--- src/rtl/spi_controller.sv ---
// ---------------------------------------------------------------------------
// spi_controller
//
// Byte-oriented SPI Mode 0 (CPOL=0, CPHA=0) master. Bytes are offered on a
// valid/ready pair. The first accepted byte opens a transaction by dropping
// CS_n. Each byte is shifted out MSB first while the peripheral's reply is
// shifted in. A byte offered with i_txLast set closes the transaction after
// the CS hold time. CS_n then stays high for a minimum idle time.
//
// Handshake: a byte moves only on a rising i_clk edge where i_txDataValid
// and o_txReady are both high. i_txData and i_txLast are captured on that
// edge. i_txDataValid is ignored whenever o_txReady is low. o_txReady is
// high only in IDLE and NEXT.
//
// Ports
//   i_clk, i_rst_n   clock (rising edge), asynchronous active-low reset
//   i_txDataValid    byte offer strobe
//   i_txData[7:0]    byte to send, MSB first
//   i_txLast         offered byte is the last of the transaction
//   o_txReady        a byte can be accepted this cycle
//   o_rxDataValid    one-cycle pulse: o_rxData holds a newly received byte
//   o_rxData[7:0]    last received byte, held until the next pulse
//   o_busy           state is not IDLE
//   o_SPI_CLK        SPI clock, idle low
//   o_SPI_PICO       serial data to the peripheral
//   i_SPI_POCI       serial data from the peripheral
//   o_SPI_CS_n       active-low chip select
//   o_dbgState[2:0]  current FSM state encoding, for observation only
// ---------------------------------------------------------------------------
module spi_controller #(
    parameter int CLKS_PER_HALF_BIT = 2,
    parameter int CS_SETUP_CLKS     = 2,
    parameter int CS_HOLD_CLKS      = 2,
    parameter int CS_IDLE_CLKS      = 4
) (
    input  logic       i_clk,
    input  logic       i_rst_n,
    input  logic       i_txDataValid,
    input  logic [7:0] i_txData,
    input  logic       i_txLast,
    output logic       o_txReady,
    output logic       o_rxDataValid,
    output logic [7:0] o_rxData,
    output logic       o_busy,
    output logic       o_SPI_CLK,
    output logic       o_SPI_PICO,
    input  logic       i_SPI_POCI,
    output logic       o_SPI_CS_n,
    output logic [2:0] o_dbgState
);

    generate
        if (CLKS_PER_HALF_BIT < 2 || CLKS_PER_HALF_BIT > 255) begin : g_bad_half_bit
            $error("spi_controller: CLKS_PER_HALF_BIT must be in 2..255");
        end
        if (CS_SETUP_CLKS < 1 || CS_HOLD_CLKS < 1 || CS_IDLE_CLKS < 1) begin : g_bad_cs_timing
            $error("spi_controller: CS_SETUP/HOLD/IDLE_CLKS must be at least 1");
        end
    endgenerate

    // One shared counter times the three CS phases. It is sized for the
    // largest of them and restarts from zero on every phase change.
    localparam int CNT_MAX_SH = (CS_SETUP_CLKS > CS_HOLD_CLKS) ? CS_SETUP_CLKS : CS_HOLD_CLKS;
    localparam int CNT_MAX    = (CNT_MAX_SH > CS_IDLE_CLKS) ? CNT_MAX_SH : CS_IDLE_CLKS;
    localparam int CNT_W      = (CNT_MAX > 1) ? $clog2(CNT_MAX) : 1;
    localparam int HALF_W     = $clog2(CLKS_PER_HALF_BIT);

    localparam logic [CNT_W-1:0]  SETUP_LAST = CNT_W'(CS_SETUP_CLKS - 1);
    localparam logic [CNT_W-1:0]  HOLD_LAST  = CNT_W'(CS_HOLD_CLKS - 1);
    localparam logic [CNT_W-1:0]  IDLE_LAST  = CNT_W'(CS_IDLE_CLKS - 1);
    localparam logic [HALF_W-1:0] HALF_LAST  = HALF_W'(CLKS_PER_HALF_BIT - 1);

    typedef enum logic [2:0] {
        IDLE     = 3'd0,
        CS_SETUP = 3'd1,
        SHIFT    = 3'd2,
        NEXT     = 3'd3,
        CS_HOLD  = 3'd4,
        CS_IDLE  = 3'd5
    } state_e;

    state_e            state_q, state_d;
    logic [CNT_W-1:0]  cnt_q, cnt_d;
    logic [HALF_W-1:0] half_q, half_d;
    logic [2:0]        bit_q, bit_d;
    logic [7:0]        tx_sh_q, tx_sh_d;
    logic              last_q, last_d;
    logic [7:0]        rx_sh_q, rx_sh_d;
    logic [7:0]        rx_data_q, rx_data_d;
    logic              rx_valid_q, rx_valid_d;
    logic              cs_n_q, cs_n_d;
    logic              sclk_q, sclk_d;
    logic              pico_q, pico_d;
    logic              tx_ready_q, tx_ready_d;
    logic              busy_q, busy_d;
    logic              accept;

    always_ff @(posedge i_clk or negedge i_rst_n) begin
        if (!i_rst_n) begin
            state_q    <= IDLE;
            cnt_q      <= '0;
            half_q     <= '0;
            bit_q      <= '0;
            tx_sh_q    <= '0;
            last_q     <= 1'b0;
            rx_sh_q    <= '0;
            rx_data_q  <= '0;
            rx_valid_q <= 1'b0;
            cs_n_q     <= 1'b1;
            sclk_q     <= 1'b0;
            pico_q     <= 1'b0;
            tx_ready_q <= 1'b0;
            busy_q     <= 1'b0;
        end else begin
            state_q    <= state_d;
            cnt_q      <= cnt_d;
            half_q     <= half_d;
            bit_q      <= bit_d;
            tx_sh_q    <= tx_sh_d;
            last_q     <= last_d;
            rx_sh_q    <= rx_sh_d;
            rx_data_q  <= rx_data_d;
            rx_valid_q <= rx_valid_d;
            cs_n_q     <= cs_n_d;
            sclk_q     <= sclk_d;
            pico_q     <= pico_d;
            tx_ready_q <= tx_ready_d;
            busy_q     <= busy_d;
        end
    end

    always_comb begin
        state_d    = state_q;
        cnt_d      = cnt_q;
        half_d     = half_q;
        bit_d      = bit_q;
        tx_sh_d    = tx_sh_q;
        last_d     = last_q;
        rx_sh_d    = rx_sh_q;
        rx_data_d  = rx_data_q;
        rx_valid_d = 1'b0;
        cs_n_d     = cs_n_q;
        sclk_d     = sclk_q;
        pico_d     = pico_q;
        accept     = i_txDataValid & tx_ready_q;

        case (state_q)
            IDLE: begin
                cs_n_d = 1'b1;
                sclk_d = 1'b0;
                pico_d = 1'b0;
                if (accept) begin
                    tx_sh_d = i_txData;
                    last_d  = i_txLast;
                    cnt_d   = '0;
                    cs_n_d  = 1'b0;
                    state_d = CS_SETUP;
                end
            end
            CS_SETUP: begin
                if (cnt_q == SETUP_LAST) begin
                    cnt_d   = '0;
                    half_d  = '0;
                    bit_d   = 3'd7;
                    pico_d  = tx_sh_q[7];
                    state_d = SHIFT;
                end else begin
                    cnt_d = cnt_q + 1'b1;
                end
            end
            SHIFT: begin
                if (half_q == HALF_LAST) begin
                    half_d = '0;
                    sclk_d = ~sclk_q;
                    if (!sclk_q) begin
                        // Rising SPI_CLK edge: capture the peripheral's bit.
                        rx_sh_d = {rx_sh_q[6:0], i_SPI_POCI};
                    end else if (bit_q == 3'd0) begin
                        // Eighth falling edge: byte done. PICO keeps bit 0.
                        rx_data_d  = rx_sh_q;
                        rx_valid_d = 1'b1;
                        cnt_d      = '0;
                        state_d    = last_q ? CS_HOLD : NEXT;
                    end else begin
                        // Falling edge: present the next lower bit.
                        bit_d   = bit_q - 3'd1;
                        tx_sh_d = {tx_sh_q[6:0], 1'b0};
                        pico_d  = tx_sh_q[6];
                    end
                end else begin
                    half_d = half_q + 1'b1;
                end
            end
            NEXT: begin
                // CS_n stays low and SPI_CLK low for as long as it takes.
                if (accept) begin
                    tx_sh_d = i_txData;
                    last_d  = i_txLast;
                    half_d  = '0;
                    bit_d   = 3'd7;
                    pico_d  = i_txData[7];
                    state_d = SHIFT;
                end
            end
            CS_HOLD: begin
                if (cnt_q == HOLD_LAST) begin
                    cnt_d   = '0;
                    cs_n_d  = 1'b1;
                    pico_d  = 1'b0;
                    state_d = CS_IDLE;
                end else begin
                    cnt_d = cnt_q + 1'b1;
                end
            end
            CS_IDLE: begin
                if (cnt_q == IDLE_LAST) begin
                    cnt_d   = '0;
                    state_d = IDLE;
                end else begin
                    cnt_d = cnt_q + 1'b1;
                end
            end
            default: begin
                cs_n_d  = 1'b1;
                sclk_d  = 1'b0;
                pico_d  = 1'b0;
                state_d = IDLE;
            end
        endcase

        // Status flags are registered from the next state so they line up
        // with the state they describe.
        tx_ready_d = (state_d == IDLE) || (state_d == NEXT);
        busy_d     = (state_d != IDLE);
    end

    assign o_txReady     = tx_ready_q;
    assign o_rxDataValid = rx_valid_q;
    assign o_rxData      = rx_data_q;
    assign o_busy        = busy_q;
    assign o_SPI_CLK     = sclk_q;
    assign o_SPI_PICO    = pico_q;
    assign o_SPI_CS_n    = cs_n_q;
    assign o_dbgState    = state_q;

endmodule

--- config.mk ---
export PLATFORM = sky130hd
export DESIGN_NAME = spi_controller
export DESIGN_NICKNAME = d
export VERILOG_FILES = /design/src/rtl/spi_controller.sv
export SDC_FILE = /design/constraint.sdc
export NUM_CORES = 1
export LEC_CHECK = 0
export CAP_MARGIN = 20
export CORE_ASPECT_RATIO = 1.25
export CORE_UTILIZATION = 50
export DETAILED_ROUTE_END_ITERATION = 10
export PLACE_DENSITY = 0.81
export SETUP_SLACK_MARGIN = 0.05
export SYNTH_ARGS = -nofsm -noshare
export SYNTH_HDL_FRONTEND = slang
export SYNTH_SLANG_ARGS = --single-unit
--- constraint.sdc ---
create_clock -name i_clk -period 2.1 [get_ports i_clk]
set_input_delay 0.42 -clock i_clk [delete_from_list [all_inputs] [get_ports i_clk]]
set_output_delay 0.42 -clock i_clk [all_outputs]
set_load 0.01 [all_outputs]
* Word-level counts from Yosys, hierarchy flattened
Index checks and enable logic that the tools add are counted.
** Storage, ports and cells
- Bits in latches :: 0
- Output and inout port bits :: 17
- Memory bits (read-only) :: 0
- Memories kept :: 0
- RAM bits :: 0
- Logic and storage cells :: 108
- Register bits :: 40
- Input port bits :: 13
** Operators by class
- Reductions and logical operators :: 22
- Muxes and demuxes :: 47
- Eq/ne operators :: 17
- $add $sub $neg :: 3
- Multiply operators :: 0
- Magnitude comparators :: 0
- Bitwise operators :: 5
- Shift-type cells :: 0
- Divide/modulo/power cells :: 0
** Operator list (number)
- 2-to-1 mux 3 bit :: 14
- 2-to-1 mux 8 bit :: 4
- case mux 3 bit (6 select lines) :: 1
- inequality test 2 bit, second input constant :: 8
- case mux 8 bit (2 select lines) :: 1
- 2-to-1 mux 1 bit :: 15
- 2-to-1 mux 2 bit :: 6
- AND reduction 5 bit :: 2
- equality test 3 x 2 -> 1 bit, second input constant :: 3
- logical NOT 3 bit :: 3
- case mux 3 bit (3 select lines) :: 1
- case mux 2 bit (4 select lines) :: 1
- OR reduction 4 bit :: 2
- AND reduction 7 bit :: 1
- equality test 3 bit, second input constant :: 2
- case mux 1 bit (3 select lines) :: 2
- AND reduction 2 bit :: 3
- AND reduction 3 bit :: 2
- AND reduction 6 bit :: 1
- nonzero test 3 bit :: 2
- case mux 1 bit (5 select lines) :: 1
- NOT 1 bit :: 4
- AND reduction 4 bit :: 1
- nonzero test 4 bit :: 1
- other kinds (12) :: 13

* Longest topological paths before layout
- Depth in word-level cells :: 7
- Depth in mapped cells :: 7
- Mapped depth without buffers :: 7

* Least setup slack after synthesis
No wires, ideal clock.
- Kind :: flip-flop to flip-flop
- From :: reg state_q[0] (netlist: o_dbgState[0])
- To :: reg tx_sh_q[1]
- Library setup time :: 0.125 ns
- Stages on the path, launching flop included :: 5
- Period minus slack after synthesis :: 1.736 ns
- Buffers on the path :: 0
- Required time :: 1.975 ns
- Path slack :: 0.364 ns
- Arrival time :: 1.611 ns
- Cells stage by stage :: dfrtp_1 -> or2_1 -> a21oi_4 -> mux2_2 -> mux2_2
** On the way
- Word-level cells in the longest chain between the ends :: 4
** Ends and longest elaborated chain
- from (decl) :: RTL line 82 : state_e state_q, state_d;
- from (signal assigned) :: RTL line 115 : state_q <= state_d;
- equality test 3 x 2 -> 1 bit or logical NOT 3 bit (tied branches) :: RTL line 147 : case (state_q)
- OR reduction 2 bit (no line)
- inequality test 2 x 1 -> 1 bit (no line) or nonzero test 2 bit (tied branches)
- AND reduction 5 bit (no line)
- to (signal assigned) :: RTL line 119 : tx_sh_q <= tx_sh_d;
- to (decl) :: RTL line 86 : logic [7:0] tx_sh_q, tx_sh_d;
Several ways; a longest one is shown, not always the timed one.
A chain may end at the register's enable or synchronous reset.

* Final worst setup path
- From :: reg state_q[1] (netlist: o_dbgState[1])
- To :: out o_dbgState[1]
** RTL lines
- to (decl) :: RTL line 49 : output logic [2:0] o_dbgState
No word-level cell between the ends.

==> impl_metrics.json <==
{
  "ff2ff_setup_slack_ns": 0.23,
  "fin_ws_ns": 0.164,
  "grt_usage_pct": 22.4,
  "grt_max_degree": 41,
  "die_area_um2": 4360,
  "rsz0062_at_grt": "no",
  "clockRootBuffer": "clkbuf_8",
  "start_util_pct": 53.2,
  "setup.worst_path.end_class": "primary output",
  "finalPower_w": 0.00343,
  "required_ns": 1.68,
  "ir_drop_uv": 700,
  "antenna_found_initial": 0,
  "cts_setup_buffers": 0,
  "worst_slew_pin_slew_ns": 0.499,
  "die_h_um": 73.6,
  "insertion_delay_ns": 0.30,
  "netlist_area_um2": 2050,
  "diodes": 0,
  "cap_viol_max_count": 0,
  "power_leakage_nw": 1.04,
  "rows": 25,
  "maxSlewViolCount": 0,
  "place_inst": 254,
  "firstDrtPassIters": 4,
  "cts.sinks": 40,
  "drcViolationCount": 0,
  "criticalPathCategory": "reg -> out",
  "ant_nets": 0,
  "fin_util_pct": 64.5,
  "tns_ns": 0,
  "vias": 1470,
  "clock_skew_ns": 0.00583,
  "wl_mm": 3.98,
  "finalCritPeriodShare_pct": 92.2,
  "setup_violations": 0,
  "pre_cts_slack_ns": 0.193,
  "dieWidth_um": 59.2,
  "crit_path_max_fanout": 13,
  "grt_first_pass_wirelength_mm": 7.08,
  "dp_hpwl_mm": 2.92,
  "yosysSeqAreaShare_pct": 48.9,
  "drive_above_1_share_pct": 27.9,
  "place.gp.congestion": 0.850,
  "path_clk_slew_ns": 0.07,
  "holdCritPathClass": "in -> async",
  "ys.warnings.count": 0,
  "worst_ep_arrival_time_ns": 1.52,
  "syn-num-nets": 194,
  "htree_levels": 2,
  "ios": 30,
  "min_period_ns": 1.94,
  "final_cells": 262,
  "nets": 225,
  "tritoncts": "yes",
  "ys_ff_latch": 40,
  "dr.first_iter.drc_count": 76,
  "cts.path.max_buffers": 2,
  "numCtsBuffers": 5,
  "avgSynthCellArea_um2": 11.6,
  "maxSlewHeadroom_pct": 66.8,
  "drt-wirelength-per-cell_um": 15.2,
  "area_delta_synth_final_pct": 21.1,
  "power_density_nw_per_um2": 1380,
  "coreArea_um2": 3850,
  "via_per_inst": 5.61,
  "grt_overflow": 0,
  "synthCells": 176,
  "start_kind": "flip-flop",
  "max_freq_mhz": 517,
  "finalHoldViolCount": 0,
  "outcome": "finished clean",
  "grt_pass1_vias": 1541,
  "portBuffers": 29,
  "synthDistinctLibCells": 43
}
cells in the mapped netlist, drive strengths merged:
library cell   n  area, µm²
and4b          1       10.0
a21oi          7       46.3
clkbuf         4       15.0
nor2           5       18.8
o2bb2ai        2       17.5
a22oi          2       15.0
o31ai          1       7.51
o22a           2       17.5
o32a           1       10.0
a2111oi        1       8.76
nand3          5       30.0
nand2         11       41.3
o21ai          7       35.0
dfrtp         39        976
nand4          2       12.5
or3b           2       20.0
o221ai         1       8.76
o311ai         1       8.76
mux2i          2       20.0
nand2b         4       25.0
o41ai          1       8.76
and3           1       6.26
mux2          34        383
a32oi          1       8.76
nor2b          5       31.3
ha             5       62.6
inv           11       41.3
dfstp          1       26.3
nor3           3       31.3
buf            5       31.3
or3            1       6.26
or2            1       6.26
a31oi          5       46.3
a21o           1       7.51
o211ai         1       7.51
area by class of cell:
type	count	area, µm²
Clock buffer	6	82.6
Clock inverter	2	10.0
Fill cell	317	1370
Inverter	11	41.3
Multi-Input combinational cell	116	958
Sequential cell	40	1000
Tap cell	54	67.6
Timing Repair Buffer	33	315
critical path, cell delays in order (launching register included):
cell	delay, ns
dfrtp_2	0.44
buf_4	0.21
clkdlybuf4s50_1	0.56
cells in the final DEF (no fill, tap or decap), types with 2 or more instances in the layout:
cell type / n
nand2_1: 11
nand2b_1: 4
o2bb2ai_1: 2
mux2_2: 34
buf_4: 4
o21ai_0: 7
nor2b_1: 5
o22a_1: 2
nand4_1: 2
mux2i_1: 2
inv_1: 10
a22oi_1: 2
clkinv_2: 2
clkdlybuf4s50_1: 28
clkbuf_8: 6
nor2_1: 5
ha_1: 5
dfrtp_1: 37
a31oi_1: 4
nand3_1: 4
a21oi_1: 6
dfrtp_2: 2
flip-flops by register name (all words and copies together) (netlist names):
name and cells:
half_q 1, tx_sh_q 8, last_q 1, o_SPI_CS_n 1, o_SPI_PICO 1, o_rxData 8, cnt_q 2, o_busy 1
rx_sh_q 8, o_rxDataValid 1, o_txReady 1, o_SPI_CLK 1, o_dbgState 3, bit_q 3
timing repair:
item | in CTS | in global routing
setup endpoints to repair | 1 | 1
gates resized for setup | 1 | 1
hold buffers | 0 | 0
hold endpoints to repair | 0 | 0
pin swaps | 0 | 0
cells by family (layout without fill, tap and decap cells):
logic type / Yosys count / in the layout / share of synthesized area, %
multiplexers: 36 / 36 / 19.7
AND/OR/NAND/NOR: 41 / 41 / 11.7
buffers and inverters: 20 / 52 / 4.28
adder cells (fa/ha/maj): 5 / 5 / 3.05
AO/OA/AOI/OAI: 34 / 34 / 12.4
flip-flops: 40 / 40 / 48.9
through the flow:
stage / instance area (µm²) / hold WS, ns
CTS: 2480 / 0.190
floorplan: 2050 / 0.124
finish: 2480 / 0.173
global placement: 2380 / 0.484
detailed placement: 2380 / 0.498
global route: 2480 / 0.220
worst paths after layout:
path | startpoint | end | depth (start not counted)
max in group asynchronous | i_rst_n | o_dbgState[1] | 2
worst max-delay path | o_dbgState[1] | o_dbgState[1] | 2
worst max register to register | o_dbgState[1] | tx_sh_q[4] | 4
worst min-delay path | i_rst_n | tx_sh_q[7] | 2
worst min register to register | rx_sh_q[7] | o_rxData[7] | 1
min in group i_clk | rx_sh_q[7] | o_rxData[7] | 1
routing by layer:
| layer | global-route usage, % | vias up | share of wire [%] |
|---|---|---|---|
| met5 | 0 | - | 0 |
| met2 | 39.3 | 37 | 53 |
| met4 | 9.52 | 0 | 2.1 |
| met3 | 6.34 | 8 | 4.3 |
| li1 | - | 696 | - |
| met1 | 24.8 | 729 | 41 |
where the power goes:
part	leakage, nW	internal, W	switching, W
Combinational	0.513	0.000886	0.000682
Clock	0.0510	0.000262	0.000258
Sequential	0.478	0.00110	0.000247
Total	1.04	0.00225	0.00119
Note: power is estimated with default switching activity, not from simulation.
